## config.mk

```make
export PLATFORM = sky130hd
export DESIGN_NAME = vga_obj_move_ctrl_flat
export DESIGN_NICKNAME = d
export VERILOG_FILES = /design/src/rtl/vga_obj_move_ctrl_if.sv /design/src/rtl/vga_obj_move_ctrl.sv /design/src/flat_wrapper.sv
export SDC_FILE = /design/constraint.sdc
export NUM_CORES = 1
export LEC_CHECK = 0
export ABC_AREA = 1
export BUFFER_PORTS_ARGS = -buffer_cell sky130_fd_sc_hd__buf_2
export CORE_MARGIN = 1
export CORE_UTILIZATION = 40
export DETAILED_ROUTE_END_ITERATION = 6
export GPL_ROUTABILITY_DRIVEN = 1
export SYNTH_ARGS = -nofsm -noshare
export SYNTH_HDL_FRONTEND = slang
export SYNTH_SLANG_ARGS = --single-unit
```

## constraint.sdc

```tcl
create_clock -name dclk -period 1.7 [get_ports dclk]
set_input_delay 0.255 -clock dclk [delete_from_list [all_inputs] [get_ports dclk]]
set_output_delay 0.255 -clock dclk [all_outputs]
set_load 0.05 [all_outputs]
```

## src/rtl/vga_obj_move_ctrl_if.sv

```systemverilog
// rtl/vga_obj_move_ctrl_if.sv - move request handshake between button front end and position controller
//
// Purpose: carries one move request (level req, held until ack) and the
// one-cycle acceptance pulse back to the requester.
// Signals:
//   mv_req  requester -> controller  move request, held until mv_ack
//   mv_dir  requester -> controller  00 up, 01 down, 10 left, 11 right
//   mv_ack  controller -> requester  one-cycle acceptance pulse
interface vga_obj_move_ctrl_if;
  logic       mv_req;
  logic [1:0] mv_dir;
  logic       mv_ack;

  modport master (output mv_req, output mv_dir, input mv_ack);
  modport slave  (input mv_req, input mv_dir, output mv_ack);
endinterface

```

## src/rtl/vga_obj_move_ctrl.sv

```systemverilog
// rtl/vga_obj_move_ctrl.sv - frame-synchronised position controller for the VGA overlay square
//
// Purpose: accepts one pending move over the mv handshake, applies it at the
// start of vertical blanking, clamps the object centre inside the active
// window and presents obj_x/obj_y to the pixel generator.
// Ports:
//   dclk       pixel clock
//   clr        asynchronous reset, active-high
//   hc, vc     horizontal / vertical counters from the timing generator
//   mv         move request handshake (slave side)
//   obj_x/y    object centre in raw hc/vc coordinates
//   upd_done   one-cycle pulse coincident with new obj_x/obj_y
//   busy       high whenever a move is pending or being applied
//   frame_cnt  count of vblank starts, wraps 255->0
module vga_obj_move_ctrl #(
  parameter int HBP  = 144,
  parameter int HFP  = 784,
  parameter int VBP  = 31,
  parameter int VFP  = 511,
  parameter int HALF = 20,
  parameter int STEP = 4
) (
  input  logic                 dclk,
  input  logic                 clr,
  input  logic [9:0]           hc,
  input  logic [9:0]           vc,
  vga_obj_move_ctrl_if.slave   mv,
  output logic [9:0]           obj_x,
  output logic [9:0]           obj_y,
  output logic                 upd_done,
  output logic                 busy,
  output logic [7:0]           frame_cnt
);

  localparam logic [10:0] XMIN  = 11'(HBP + HALF);
  localparam logic [10:0] XMAX  = 11'(HFP - 1 - HALF);
  localparam logic [10:0] YMIN  = 11'(VBP + HALF);
  localparam logic [10:0] YMAX  = 11'(VFP - 1 - HALF);
  localparam logic [10:0] STP   = 11'(STEP);
  localparam logic [9:0]  X_RST = 10'((HBP + HFP) / 2);
  localparam logic [9:0]  Y_RST = 10'((VBP + VFP) / 2);

  typedef enum logic [1:0] {IDLE, ARMED, CALC, COMMIT} state_t;

  state_t     state, state_nxt;
  logic [1:0] slot_dir;
  logic [9:0] cand_x, cand_y;
  logic [9:0] calc_x, calc_y;
  logic [10:0] x_dn, x_up, y_dn, y_up;
  logic       ack_nxt, done_nxt;
  logic       vblank_start;

  assign vblank_start = (vc == 10'(VFP)) && (hc == 10'd0);
  assign busy         = (state != IDLE);

  // Candidate position from the pending direction; 11-bit intermediates so
  // an underflow shows up in bit 10 and is caught by the floor test.
  always_comb begin
    x_dn   = {1'b0, obj_x} - STP;
    x_up   = {1'b0, obj_x} + STP;
    y_dn   = {1'b0, obj_y} - STP;
    y_up   = {1'b0, obj_y} + STP;
    calc_x = obj_x;
    calc_y = obj_y;
    case (slot_dir)
      2'b00:   calc_y = (y_dn[10] || y_dn < YMIN) ? YMIN[9:0] : y_dn[9:0];
      2'b01:   calc_y = (y_up > YMAX) ? YMAX[9:0] : y_up[9:0];
      2'b10:   calc_x = (x_dn[10] || x_dn < XMIN) ? XMIN[9:0] : x_dn[9:0];
      default: calc_x = (x_up > XMAX) ? XMAX[9:0] : x_up[9:0];
    endcase
  end

  always_comb begin
    state_nxt = state;
    ack_nxt   = 1'b0;
    done_nxt  = 1'b0;
    case (state)
      IDLE: begin
        if (mv.mv_req) begin
          state_nxt = ARMED;
          ack_nxt   = 1'b1;
        end
      end
      ARMED:   if (vblank_start) state_nxt = CALC;
      CALC:    state_nxt = COMMIT;
      COMMIT: begin
        done_nxt  = 1'b1;
        state_nxt = IDLE;
      end
      default: state_nxt = IDLE;
    endcase
  end

  always_ff @(posedge dclk or posedge clr) begin
    if (clr) begin
      state     <= IDLE;
      mv.mv_ack <= 1'b0;
      upd_done  <= 1'b0;
      frame_cnt <= 8'd0;
      obj_x     <= X_RST;
      obj_y     <= Y_RST;
      cand_x    <= X_RST;
      cand_y    <= Y_RST;
      slot_dir  <= 2'b00;
    end else begin
      state     <= state_nxt;
      mv.mv_ack <= ack_nxt;
      upd_done  <= done_nxt;
      if (vblank_start) frame_cnt <= frame_cnt + 8'd1;
      if (state == IDLE && mv.mv_req) slot_dir <= mv.mv_dir;
      if (state == CALC) begin
        cand_x <= calc_x;
        cand_y <= calc_y;
      end
      if (state == COMMIT) begin
        obj_x    <= cand_x;
        obj_y    <= cand_y;
        slot_dir <= 2'b00;
      end
    end
  end

endmodule
```

## src/flat_wrapper.sv

```systemverilog
// flat-port wrapper written by rule: the top's interface ports become plain ports
module vga_obj_move_ctrl_flat 
#(
  parameter int HBP  = 144,
  parameter int HFP  = 784,
  parameter int VBP  = 31,
  parameter int VFP  = 511,
  parameter int HALF = 20,
  parameter int STEP = 4
)
  (dclk, clr, hc, vc, obj_x, obj_y, upd_done, busy, frame_cnt, mv_mv_req, mv_mv_dir, mv_mv_ack);
  vga_obj_move_ctrl_if mv_i ();
  input  logic dclk;
  input  logic clr;
  input  logic [9:0] hc;
  input  logic [9:0] vc;
  output logic [9:0] obj_x;
  output logic [9:0] obj_y;
  output logic upd_done;
  output logic busy;
  output logic [7:0] frame_cnt;
  input wire logic [$bits(mv_i.mv_req)-1:0] mv_mv_req;
  input wire logic [$bits(mv_i.mv_dir)-1:0] mv_mv_dir;
  output wire logic [$bits(mv_i.mv_ack)-1:0] mv_mv_ack;
  assign mv_i.mv_req = mv_mv_req;
  assign mv_i.mv_dir = mv_mv_dir;
  assign mv_mv_ack = mv_i.mv_ack;
  vga_obj_move_ctrl #(.HBP(HBP), .HFP(HFP), .VBP(VBP), .VFP(VFP), .HALF(HALF), .STEP(STEP)) u_core (.dclk(dclk), .clr(clr), .hc(hc), .vc(vc), .mv(mv_i), .obj_x(obj_x), .obj_y(obj_y), .upd_done(upd_done), .busy(busy), .frame_cnt(frame_cnt));
endmodule
```

# Yosys cells after proc, flatten, opt, wreduce, memory -nomap -nowiden
# Index checks and enable logic that the tools add are counted.
[totals]
ff_bits = 54
[classes]
muxes = 14
eq_ne = 8
addsub = 5
reduce_logical = 11
n_lt_le_gt_ge = 4
[op_table]
columns = ["operator", "count"]
rows = [
  ["10-bit two-way mux", 4],
  ["10-bit one-hot mux with 2 select lines", 2],
  ["10-bit by 3-bit adder with 11-bit output, second input constant", 2],
  ["10-bit by 3-bit subtractor with 11-bit output, second input constant", 2],
  ["11-bit by 10-bit > comparator with 1-bit output, second input constant", 1],
  ["11-bit by 9-bit > comparator with 1-bit output, second input constant", 1],
  ["11-bit by 6-bit less-than comparator with 1-bit output, second input constant", 1],
  ["11-bit by 8-bit less-than comparator with 1-bit output, second input constant", 1],
  ["10-bit by 9-bit == test with 1-bit output, second input constant", 1],
  ["10-bit logical NOT", 1],
  ["8-bit by 1-bit adder with 8-bit output, second input constant", 1],
  ["2-bit two-way mux", 4],
  ["2-bit one-hot mux with 4 select lines", 1],
  ["2-bit == test, second input constant", 3],
  ["2-bit by 1-bit == test with 1-bit output, second input constant", 2],
  ["2-bit logical NOT", 2],
  ["2-bit nonzero test", 2],
  ["1-bit two-way mux", 3],
  ["1-bit logical AND", 2],
  ["1-bit logical OR", 2],
  ["2-bit by 1-bit != test with 1-bit output, second input constant", 1],
  ["2-bit != test, second input constant", 1],
  ["2-bit AND reduction", 1],
  ["2-bit OR reduction", 1],
]

# Longest topological paths before layout
# Gate-level depths: netlist of run 1.
[depth]
ltp_word = 5
ltp_mapped = 15
ltp_nobuf = 15

# Worst setup path after synthesis of run 1
# OpenSTA, ideal clock, no wires.
[synth_timing]
path_kind = "register to register"
from = "register u_core.obj_x[2]"
to = "register u_core.cand_x[5]"
stages_incl_launch_ff = 15
required_time_ns = 1.583
setup_time_ns = 0.117
slack_ns = -0.425
t_arrival_ns = 2.008
period_less_slack_ns = 2.125
path_buffers = 0
cell_sequence = "dfrtp_1 > inv_2 > ha_1 > nand2_1 > inv_1 > nand3_1 > nand3_1 > nand2_1 > nand2_1 > nand2_1 > nand3_1 > a21oi_1 > nand2_1 > nand2_1 > nand2_1"
[synth_via]
elab_chain_len = 5
word_cells_on_any_way = 8
classes_between = "add/sub (2); order compare (2); mux (3); reduce/logical (1)"
[synth_rtl]
columns = ["element", "line", "rtl"]
rows = [
  ["start, declared", "vga_obj_move_ctrl.sv:28", "output logic [9:0] obj_x,"],
  ["start signal, assigned", "vga_obj_move_ctrl.sv:116", "obj_x <= cand_x;"],
  ["10-bit by 3-bit subtractor with 11-bit output", "vga_obj_move_ctrl.sv:59", "x_dn = {1'b0, obj_x} - STP;"],
  ["11-bit by 8-bit less-than comparator with 1-bit output", "vga_obj_move_ctrl.sv:68", "2'b10: calc_x = (x_dn[10] || x_dn < XMIN) ? XMIN[9:0] : x_dn[9:0];"],
  ["1-bit logical OR", "vga_obj_move_ctrl.sv:68", ""],
  ["10-bit two-way mux", "vga_obj_move_ctrl.sv:68", ""],
  ["10-bit one-hot mux with 2 select lines *", "vga_obj_move_ctrl.sv:65", "case (slot_dir)"],
  ["end signal, assigned", "vga_obj_move_ctrl.sv:112", "cand_x <= calc_x;"],
  ["end, declared", "vga_obj_move_ctrl.sv:47", "logic [9:0] cand_x, cand_y;"],
]
# Every way passes the cells marked *; elsewhere a longest branch is shown, timed or not.
# A chain may end at the register's enable or synchronous reset.

# Worst setup path in the final report of run 1
[layout_timing]
from = "register u_core.obj_y[3]"
to = "register u_core.cand_y[5]"
[layout_via]
elab_chain_len = 5
word_cells_on_any_way = 8
classes_between = "add/sub (2); order compare (2); mux (3); reduce/logical (1)"
[layout_rtl]
columns = ["element", "line", "rtl"]
rows = [
  ["start, declared", "vga_obj_move_ctrl.sv:29", "output logic [9:0] obj_y,"],
  ["start signal, assigned", "vga_obj_move_ctrl.sv:117", "obj_y <= cand_y;"],
  ["10-bit by 3-bit subtractor with 11-bit output", "vga_obj_move_ctrl.sv:61", "y_dn = {1'b0, obj_y} - STP;"],
  ["11-bit by 6-bit less-than comparator with 1-bit output", "vga_obj_move_ctrl.sv:66", "2'b00: calc_y = (y_dn[10] || y_dn < YMIN) ? YMIN[9:0] : y_dn[9:0];"],
  ["1-bit logical OR", "vga_obj_move_ctrl.sv:66", ""],
  ["10-bit two-way mux", "vga_obj_move_ctrl.sv:66", ""],
  ["10-bit one-hot mux with 2 select lines *", "vga_obj_move_ctrl.sv:65", ""],
  ["end signal, assigned", "vga_obj_move_ctrl.sv:113", "cand_y <= calc_y;"],
  ["end, declared", "vga_obj_move_ctrl.sv:47", ""],
]
# Marked as above.

==> flow_summary_export.csv, run 1 <==
group,metric,value,unit
floorplan,core,8720,um2
synthesis,yosysWarnings,0,
job,max_cap_viols,0,
sta,min_period,2.01,ns
layout,synthesis_to_layout_area_growth,46.2,%
grt,global_route.usage.met3,2.75,%
worst_setup_path,ordered_cell_list_for_the_critical_path,"inv_4 > ha_4 > nand2_2 > a21oi_2 > nor2_1 > nand2_1 > nand2_1 > nor2_2 > nand3_2 > nand2_1 > nand2_2 > nand2_1 > nor2_2 > nor2_1",
routing,dr.first_iter.drc_count,150,
sta,min_period_over_period,118,%
grt,number_of_global_route_vias_before_repair,3614,
floorplan,pin_count,56,
worst_setup_path,cp_most_frequent_cell,"nand2_1",
worst_setup_path,critical_path_required_time,1.94,ns
floorplan,initial_utilization,41.1,%
worst_setup_path,crit_family,"simple AND/OR/NAND/NOR gates",
layout,diodes,0,
synthesis,synth_flop_cell,"dfrtp_1",
grt,gr-max-usage-layer,"met2",
floorplan,die_height,96.7,um
clocking,cts_inserted_buffers,5,
clocking,clock_tree.root_cell,"clkbuf_8",
synthesis,seq_area_frac_synth,38.3,%
layout,layout.core_utilization,60.2,%
worst_setup_path,crit_path_end_kind,"flip-flop",
worst_setup_path,path_buf_inv,1,
synthesis,mappedNetlistArea,3590,um2
worst_setup_path,reg2reg_depth,14,
placed_design,hpwl,7660,um
clocking,worst_skew_pair.late_latency,0.31,ns
pwr,power.leakage,2.54,nW
sta,final-setup-viol-count,20,
sta,final.setup.worst_slack,-0.310,ns
sta,report.final.hold_viol_count,0,
clocking,clock-sinks,54,
routing,final_antenna_net_count,0,
grt,gr_util_met2,36.2,%
worst_setup_path,critical_path_arrival,2.25,ns
worst_setup_path,crit_path_launch,"u_core.obj_y[3]$_DFFE_PP1P_",
grt,met1_usage,31.8,%
placed_design,place_area,4620,um2
outcome,violated_checks,"negative setup slack",
grt,grtUsageTotal,22.2,%
routing,number_of_remaining_drc_errors,0,
synthesis,synth-edff-count,0,
clocking,tritoncts,"yes",
grt,grt_antenna_before_repair,0,
worst_setup_path,setup.worst_path.class,"flip-flop to flip-flop",
synthesis,ys_ff_latch,54,
layout,post-route-cell-area,5250,um2
routing,number_of_search_and_repair_iterations_in_the_first_detailed_routing_pass,4,
hold_path,hold_path_class,"input pin to flip-flop",
pwr,peakVddDrop,0.867,mV
layout,final_nets,663,
clocking,max_clock_buf_depth,2,
sta,tns,-2.66,ns
clocking,h-tree-depth,2,
layout,n_fill_cell,765,
grt,largest_net_degree_at_the_start_of_global_routing,55,
worst_setup_path,max_stage_delay,0.68,ns
routing,finalWirelength,10400,um
worst_setup_path,largest_driver_fanout_on_the_critical_path,5,
floorplan,num_rows,34,
routing,routed-via-count,3756,
pwr,finalPower,11.3,mW
sta,worst_clock_skew,0.00746,ns
outcome,status,"finished with violations",
sta,max_slew_margin,65.7,%
layout,drive_above_1_share,45.8,%
sta,max_slew_violation_total_from_the_final_report,0,
worst_setup_path,setup.reg_to_reg.worst_slack,-0.31,ns
worst_setup_path,cp_num_cells,14,
grt,gr-total-overflow,0,
worst_setup_path,critPathSlowestCell,"dfstp_4",
floorplan,design.die.area,9350,um2
placed_design,place.port_buffers,55,
grt,grt_first_pass_wirelength,17200,um
synthesis,syn_nets,532,
synthesis,syn-mean-instance-area,7.25,um2
clocking,clk_pin_slew_worst_paths,0.10,ns
worst_setup_path,timing.critical_path.to,"u_core.cand_y[5]$_DFFE_PP0P_",
synthesis,synth.distinct_cells,39,
synthesis,synth_async_sr_flop_share,100,%
routing,routed_len_inst,14.2,um
placed_design,globalplace.congestion,0.900,
sta,timing.fmax,497,MHz
worst_setup_path,worst_setup_path_start_kind,"flip-flop",
pwr,power_density_of_the_placed_cells,2150,nW/um2
worst_setup_path,r2r_start,"u_core.obj_y[3]$_DFFE_PP1P_",
floorplan,chipWidth,96.7,um
worst_setup_path,regToRegEndpoint,"u_core.cand_y[5]$_DFFE_PP0P_",
sta,grt_setup_unrepaired,"yes",
sta,timing_worst_slew_pin_value,0.514,ns
synthesis,syn-instance-count,495,
routing,via_per_inst,5.11,
==> logic make-up after synthesis <==
logic type,Yosys count,synth area share [%]
buf+inv,77,8.93
compound gates,73,11.4
fa+ha+maj,12,4.18
flops,54,38.3
simple gates,265,33.6
xor+xnor,14,3.63
==> synthesized netlist by cell type, drive strengths merged, types with 3 or more instances <==
cell      n  area [um2]
xnor2     3        26.3
a221oi    3        26.3
xor2     11         104
nor3      9        50.1
inv      60         225
nand2   135         544
or2       3        18.8
a31oi     3        18.8
buf       9        65.1
nor4      3        18.8
nand3    38         200
a21oi    23         119
o21ai    35         175
nand4    15         100
o211ai    3        22.5
dfstp    18         473
o221ai    3        26.3
nor2     60         260
clkbuf    8        30.0
ha       12         150
dfrtp    36         901
==> worst min path at each step <==
stage,start,end,slack [ns],cells after the start
6_report,mv_mv_dir[0],u_core.slot_dir[0]$_DFFE_PP0P_,0.20,3
5_1_grt,mv_mv_dir[0],u_core.slot_dir[0]$_DFFE_PP0P_,0.21,3
4_1_cts,mv_mv_dir[0],u_core.slot_dir[0]$_DFFE_PP0P_,0.20,3
3_5_place_dp,clr,u_core.mv.mv_ack$_DFF_PP0_,0.33,3
3_3_place_gp,clr,u_core.upd_done$_DFF_PP0_,0.33,3
2_1_floorplan,mv_mv_dir[0],u_core.slot_dir[0]$_DFFE_PP0P_,0.41,2
==> stage by stage <==
stage	setup WS [ns]	instances	hold slack (ns)
2_1_floorplan	-0.264	495	0.405
3_3_place_gp	-0.224	715	0.327
3_5_place_dp	-0.243	715	0.333
4_1_cts	-0.245	733	0.196
5_1_grt	-0.405	735	0.206
6_report	-0.310	735	0.202
==> state kept, by name (all words and copies together) (netlist names) <==
| register | cells |
|---|---|
| u_core.frame_cnt | 8 |
| u_core.obj_x | 10 |
| u_core.state | 2 |
| u_core.mv.mv_ack | 1 |
| u_core.upd_done | 1 |
| u_core.obj_y | 10 |
| u_core.slot_dir | 2 |
| u_core.cand_y | 10 |
| u_core.cand_x | 10 |
==> power breakdown <==
part | leakage [nW] | switching, mW | internal [mW] | total, mW
sequential | 0.637 | 0.600 | 1.99 | 2.59
combinational | 1.86 | 4.76 | 3.14 | 7.90
clock | 0.0478 | 0.445 | 0.337 | 0.782
total | 2.54 | 5.80 | 5.46 | 11.3
==> metal layers <==
| metal | vias to the layer above | routed length [um] | part of all wire [%] |
|---|---|---|---|
| li1 | 1869 | - | - |
| met3 | 8 | 389 | 3.7 |
| met2 | 92 | 5010 | 48 |
| met1 | 1787 | 4970 | 48 |
| met5 | - | 0 | 0 |
| met4 | 0 | 74 | 0.71 |
==> repair_timing <==
action | 4_1_cts | 5_1_grt
resized for setup | 44 | 65
pin swaps | 24 | 43
hold endpoints to repair | 36 | 0
setup endpoints to repair | 20 | 21
setup buffers | 9 | 3
hold buffers | 1 | 0
==> worst register-to-register path, cell delays in order, from the launching register on <==
cell and delay (ns):
dfstp_4 0.68, inv_4 0.05, ha_4 0.28, nand2_2 0.06
a21oi_2 0.10, nor2_1 0.05, nand2_1 0.05, nand2_1 0.06
nor2_2 0.11, nand3_2 0.13, nand2_1 0.11, nand2_2 0.07
nand2_1 0.09, nor2_2 0.04, nor2_1 0.07
==> layout by cell type, fill, tap and decap left out, types with 11 or more instances in the layout <==
master | synthesis | layout
nand2_1 | 126 | 99
buf_4 | 3 | 70
buf_2 | 4 | 54
inv_1 | 58 | 51
nor2_1 | 50 | 37
dfrtp_1 | 36 | 32
nand2_2 | 6 | 26
o21ai_0 | 31 | 25
nand3_1 | 36 | 20
dfstp_2 | 18 | 16
nand3_2 | 2 | 15
nand4_1 | 14 | 14
nor2_4 | 2 | 12
buf_6 | 2 | 12
nor2_2 | 8 | 11
a21oi_1 | 22 | 11
==> layout make-up <==
cell class / count / area (um2) / share of cell area [%]
timing repair buffer: 141 / 1010 / 19.2
tap: 108 / 135 / 2.58
clock buffer: 6 / 82.6 / 1.57
multi-input combinational: 364 / 2380 / 45.3
inverter: 60 / 240 / 4.58
sequential: 54 / 1390 / 26.4
clock inverter: 2 / 16.3 / 0.310
Note: power is estimated with default switching activity, not from simulation.
==> inputs of run 2 (changes only) <==
Clock period 1.7 ns to 2.1 ns, I/O delays scaled along.
==> run 2 against run 1 <==
  * The run now ends clean
  * Clock skew rose by 0.0064 ns
  * Largest power group unchanged
  * Non-clock buffer count decreased by 64
  * Register-to-register slack improved by 0.42 ns
  * Sequential share of layout area up 6.3 points
  * Final cell count is 8.7% lower
  * Critical endpoint unchanged
  * Core utilization shrank 12 points
  * Worst hold slack worse by 0.030 ns
  * Combinational power shrank 45%
  * Critical path depth decreased by 2
  * Maximum frequency grew 0.87%
  * Setup slack gained 0.42 ns
  * Clock-buffer cell count unchanged
==> flow_summary_export.csv, run 2 (synthesis gave the netlist of run 1 again) <==
group,metric,value,unit
pwr,power.share.combinational,61.6,%
floorplan,pin_count,56,
sta,timing.fmax,502,MHz
layout,synthesis_to_layout_area_growth,17.3,%
grt,gr-total-overflow,0,
pwr,power_density_of_the_placed_cells,1680,nW/um2
grt,grt_antenna_before_repair,0,
layout,layout.core_utilization,48.3,%
floorplan,initial_utilization,41.1,%
worst_setup_path,critical_path_required_time,2.32,ns
sta,max_slew_violation_total_from_the_final_report,0,
worst_setup_path,setup.worst_path.class,"flip-flop to flip-flop",
pwr,cellInternalPower,3.27,mW
layout,drive_above_1_share,25.2,%
clocking,max_clock_buf_depth,2,
routing,final_antenna_net_count,0,
worst_setup_path,worst_setup_path_start_kind,"flip-flop",
sta,grt_setup_unrepaired,"yes",
pwr,seq_power_share,29.8,%
layout,diodes,0,
grt,largest_net_degree_at_the_start_of_global_routing,55,
layout,layout.cells.most_common,"nand2_1",
pwr,switching_share,53.8,%
pwr,pwr-share-clk,8.6,%
placed_design,globalplace.congestion,0.923,
worst_setup_path,crit_path_end_kind,"flip-flop",
pwr,net-switching-power,3.81,mW
clocking,clock_tree.root_cell,"clkbuf_8",
hold_path,hold_path_class,"input pin to async pin",
layout,n_fill_cell,879,
placed_design,hpwl,6710,um
grt,grt_first_pass_wirelength,15400,um
routing,number_of_search_and_repair_iterations_in_the_first_detailed_routing_pass,4,
sta,max_slew_margin,55.5,%
worst_setup_path,critical_path_arrival,2.21,ns
sta,worst_hold_slack,0.172,ns
routing,number_of_remaining_drc_errors,0,
outcome,status,"finished clean",
routing,routed-via-count,3431,
sta,worst_clock_skew,0.0139,ns
clocking,clk_pin_slew_worst_paths,0.11,ns
sta,final-setup-viol-count,0,
job,max_cap_viols,0,
clocking,worst_skew_pair.late_latency,0.31,ns
sta,min_period,1.99,ns
sta,timing_worst_slew_pin_value,0.668,ns
floorplan,chipWidth,96.7,um
floorplan,die_height,96.7,um
clocking,clock-sinks,54,
sta,report.final.hold_viol_count,0,
layout,layout_common_cells,"nand2_1, inv_1, buf_2",
clocking,tritoncts,"yes",
placed_design,place.port_buffers,55,
clocking,cts_inserted_buffers,5,
grt,grtUsageTotal,19.8,%
clocking,h-tree-depth,2,
routing,via_per_inst,5.11,
floorplan,core,8720,um2
worst_setup_path,largest_driver_fanout_on_the_critical_path,8,
floorplan,num_rows,34,
grt,number_of_global_route_vias_before_repair,3276,
floorplan,design.die.area,9350,um2
routing,finalWirelength,9020,um
pwr,power.leakage,2.12,nW
sta,min_period_over_period,94.9,%
routing,routed_len_inst,13.4,um
layout,final_nets,599,
pwr,peakVddDrop,0.598,mV
routing,dr.first_iter.drc_count,217,
run 2: through the flow:
stage / area [um2] / std cells / total power [mW] / setup slack, ns / setup TNS, ns
floorplan: 3590 / 495 / 5.23 / 0.0156 / 0
global placement: 4030 / 657 / 6.26 / 0.0901 / 0
detailed placement: 4030 / 657 / 6.27 / 0.0552 / 0
CTS: 4120 / 665 / 6.90 / 0.0103 / 0
global route: 4210 / 671 / 7.76 / -0.0535 / -0.161
finish: 4210 / 671 / 7.08 / 0.107 / 0
run 2: worst max-delay path, cell delays in order (launching register included):
cell and delay [ns]:
dfstp_4 0.69, ha_2 0.20, inv_1 0.06, o21ai_2 0.14
nand2_1 0.08, nor3_1 0.19, nand2_1 0.08, nand2_2 0.10
nand2_2 0.07, nand2_4 0.11, nand2_2 0.06, nor2_2 0.08
nor2_1 0.04
run 2: worst paths after layout:
| check | start | endpoint | slack [ns] | depth (start not counted) |
|---|---|---|---|---|
| setup reg to reg | u_core.obj_y[2]$_DFFE_PP1P_ | u_core.cand_y[5]$_DFFE_PP0P_ | 0.11 | 12 |
| min in group dclk | mv_mv_dir[1] | u_core.slot_dir[1]$_DFFE_PP0P_ | 0.26 | 3 |
| hold / removal | clr | u_core.upd_done$_DFF_PP0_ | 0.17 | 3 |
| hold reg to reg | u_core.cand_x[9]$_DFFE_PP0P_ | u_core.obj_x[9]$_DFFE_PP0P_ | 0.47 | 2 |
| max in group asynchronous | clr | u_core.obj_x[2]$_DFFE_PP0P_ | 1.43 | 3 |
| setup / recovery | u_core.obj_y[2]$_DFFE_PP1P_ | u_core.cand_y[5]$_DFFE_PP0P_ | 0.11 | 12 |
run 2: area by class of cell:
| cell class | count | area, um2 | share of cell area [%] |
|---|---|---|---|
| Inverter | 60 | 228 | 5.41 |
| Multi-Input combinational cell | 364 | 1940 | 46.0 |
| Sequential cell | 54 | 1380 | 32.8 |
| Timing Repair Buffer | 77 | 440 | 10.5 |
| Tap cell | 108 | 135 | 3.21 |
| Clock buffer | 6 | 72.6 | 1.72 |
| Clock inverter | 2 | 17.5 | 0.416 |
run 2: power by group through the flow:
stage / registers (mW) / logic, mW / clock network [mW]
floorplan: 2.56 / 2.66 / 0
global placement: 2.13 / 4.12 / 0
detailed placement: 2.14 / 4.13 / 0
CTS: 2.12 / 4.15 / 0.627
global route: 2.19 / 4.89 / 0.677
finish: 2.11 / 4.36 / 0.607
run 2: what timing repair did:
item | 4_1_cts | 5_1_grt
hold endpoints to repair | 0 | 0
buffers inserted | 0 | 6
gates resized for setup | 0 | 10
hold buffers | 0 | 0
endpoints found under the setup margin | 0 | 6
run 2: metal layers:
metal | share of wire, % | wire length, um | track usage, %
met1 | 48 | 4350 | 28.3
met2 | 45 | 4070 | 31.8
met3 | 5.6 | 505 | 2.96
met4 | 1.0 | 93 | 4.13
met5 | 0 | 0 | 0
==> inputs of run 3 (changes only) <==
Settings changed: CORE_ASPECT_RATIO from default to 1.1.
==> run 3 against run 2 <==
  * Combinational power increased by 1%
  * Final cell count increased by 0.89%
  * Sequential share of layout area decreased by 0.55 points
  * Clock-buffer cell count unchanged
  * First-iteration DRC count decreased by 16%
  * Die area about the same
  * Clock skew decreased by 0.0088 ns
  * Core utilization increased by 1.9 points
  * Non-clock buffer count increased by 3
  * Critical path depth increased by 2
==> flow_summary_export.csv, run 3 (synthesis gave the netlist of run 1 again) <==
group,metric,value,unit
pwr,power_density_of_the_placed_cells,1680,nW/um2
floorplan,pin_count,56,
pwr,switching_share,52.7,%
routing,finalWirelength,8960,um
grt,gr-total-overflow,0,
worst_setup_path,crit_path_end_kind,"flip-flop",
placed_design,hpwl,6670,um
layout,final_nets,602,
clocking,h-tree-depth,2,
worst_setup_path,critical_path_arrival,2.26,ns
grt,grtUsageTotal,19.6,%
sta,grt_setup_unrepaired,"yes",
sta,timing.fmax,494,MHz
sta,worst_clock_skew,0.00510,ns
clocking,worst_skew_pair.late_latency,0.30,ns
sta,final-setup-viol-count,0,
worst_setup_path,largest_driver_fanout_on_the_critical_path,5,
layout,layout.cells.most_common,"nand2_1",
outcome,status,"finished clean",
layout,layout_common_cells,"nand2_1, inv_1, buf_2",
pwr,net-switching-power,3.80,mW
layout,diodes,0,
worst_setup_path,critical_path_required_time,2.34,ns
pwr,cellInternalPower,3.41,mW
layout,ff_latch_area,1380,um2
sta,timing_worst_slew_pin_value,0.911,ns
placed_design,place.port_buffers,55,
worst_setup_path,setup.worst_path.class,"flip-flop to flip-flop",
grt,grt_antenna_before_repair,0,
grt,largest_net_degree_at_the_start_of_global_routing,55,
layout,drive_above_1_share,25.1,%
grt,number_of_global_route_vias_before_repair,3216,
placed_design,place_area,4020,um2
clocking,max_clock_buf_depth,2,
layout,layout.core_utilization,50.1,%
worst_setup_path,reg2reg_depth,14,
pwr,peakVddDrop,0.527,mV
placed_design,placed_cells,656,
layout,n_fill_cell,870,
layout,post-route-cell-area,4280,um2
sta,max_slew_violation_total_from_the_final_report,0,
sta,min_period_over_period,96.4,%
floorplan,chipWidth,92.3,um
worst_setup_path,critPathSlowestCell,"dfstp_2",
sta,report.final.hold_viol_count,0,
sta,max_slew_margin,39.3,%
layout,multi_input_gate_area,1930,um2
pwr,seq_power_share,29.2,%
job,max_cap_viols,0,
sta,min_period,2.02,ns
routing,routed-via-count,3492,
floorplan,initial_utilization,42.0,%
grt,grt_first_pass_wirelength,14900,um
routing,via_per_inst,5.16,
clocking,clock_tree.root_cell,"clkbuf_8",
layout,layout.cells.non_filler,677,
clocking,tritoncts,"yes",
pwr,power.leakage,2.15,nW
routing,dr.first_iter.drc_count,182,
clocking,cts_inserted_buffers,5,
pwr,pwr-share-clk,9.6,%
clocking,clk_pin_slew_worst_paths,0.10,ns
worst_setup_path,cp_most_frequent_cell,"nor2_1",
worst_setup_path,ordered_cell_list_for_the_critical_path,"inv_1 > ha_4 > nand2_1 > a21oi_2 > nor2_1 > nand2_1 > nand2_1 > nor2_1 > nand3_2 > nand2_2 > nand2_2 > nand3_1 > nor2_1 > nor2_1",
floorplan,design.die.area,9350,um2
sta,tns,0,ns
layout,synthesis_to_layout_area_growth,19.3,%
routing,final_antenna_net_count,0,
routing,number_of_remaining_drc_errors,0,
placed_design,globalplace.congestion,0.915,
hold_path,hold_path_class,"input pin to async pin",
floorplan,num_rows,35,
routing,number_of_search_and_repair_iterations_in_the_first_detailed_routing_pass,5,
floorplan,core,8540,um2
pwr,power.share.combinational,61.2,%
clocking,clock-sinks,54,
worst_setup_path,max_stage_delay,0.61,ns
clocking,cts-hold-fix-buffers,0,
routing,routed_len_inst,13.2,um
worst_setup_path,worst_setup_path_start_kind,"flip-flop",
floorplan,die_height,101,um
run 3: changes by cell type in the layout (fill, tap and decap cells not counted), sizes merged:
cell / before / now
buf: 77 / 80
bufinv: 0 / 1
clkinv: 1 / 0
clkinvlp: 0 / 1
inv: 61 / 60
run 3: metrics by stage:
| step | power (mW) | hold slack (ns) | worst slack, ns |
|---|---|---|---|
| floorplan | 5.23 | 0.442 | 0.0156 |
| global placement | 6.20 | 0.385 | 0.0984 |
| detailed placement | 6.22 | 0.389 | 0.0293 |
| CTS | 6.94 | 0.0535 | 0.00952 |
| global route | 7.81 | 0.0713 | -0.0321 |
| finish | 7.21 | 0.0437 | 0.0762 |
run 3: power groups by stage:
| stage | Sequential, mW | Clock (mW) | Combinational, mW |
|---|---|---|---|
| 3_5_place_dp | 2.16 | 0 | 4.06 |
| 6_report | 2.11 | 0.691 | 4.41 |
| 2_1_floorplan | 2.56 | 0 | 2.66 |
| 3_3_place_gp | 2.15 | 0 | 4.05 |
| 4_1_cts | 2.14 | 0.723 | 4.08 |
| 5_1_grt | 2.18 | 0.748 | 4.89 |
run 3: what timing repair did:
| action | 4_1_cts | 5_1_grt |
|---|---|---|
| hold endpoints to repair | 0 | 0 |
| resized for setup | 0 | 9 |
| endpoints found under the setup margin | 0 | 8 |
| buffers inserted | 0 | 13 |
run 3: path summary, 6_finish.rpt:
kind                                              startpoint                        endpoint  slack [ns]
worst max register to register   u_core.obj_y[3]$_DFFE_PP1P_    u_core.cand_y[4]$_DFFE_PP0P_        0.08
worst min-delay path                                     clr       u_core.upd_done$_DFF_PP0_        0.04
min in group dclk                               mv_mv_dir[1]  u_core.slot_dir[1]$_DFFE_PP0P_        0.27
worst max-delay path             u_core.obj_y[3]$_DFFE_PP1P_    u_core.cand_y[4]$_DFFE_PP0P_        0.08
max in group asynchronous                                clr     u_core.obj_y[8]$_DFFE_PP1P_        1.76
worst min register to register  u_core.cand_x[3]$_DFFE_PP0P_    u_core.cand_x[3]$_DFFE_PP0P_        0.48
run 3: critical path, delay by kind of cell, from the launching register on:
| family | cells | cell delay (ns) |
|---|---|---|
| simple gates | 11 | 0.82 |
| flops | 1 | 0.61 |
| fa+ha+maj | 1 | 0.30 |
| buf+inv | 1 | 0.12 |
| compound gates | 1 | 0.11 |
run 3: layout make-up:
type                    instances  share of cell area [%]
well taps                     111                    3.24
inverters                      60                    5.38
repair buffers                 80                    11.4
flip-flops and latches         54                    32.2
multi-input cells             364                    45.2
clock inverters                 2                   0.877
clock buffers                   6                    1.70
run 3: layer usage:
metal	vias to the layer above	routed length, um	track usage (%)
li1	1744	-	-
met1	1619	4130	26.3
met2	125	4270	34.1
met3	4	531	2.85
met4	0	40	2.88
met5	-	0	0
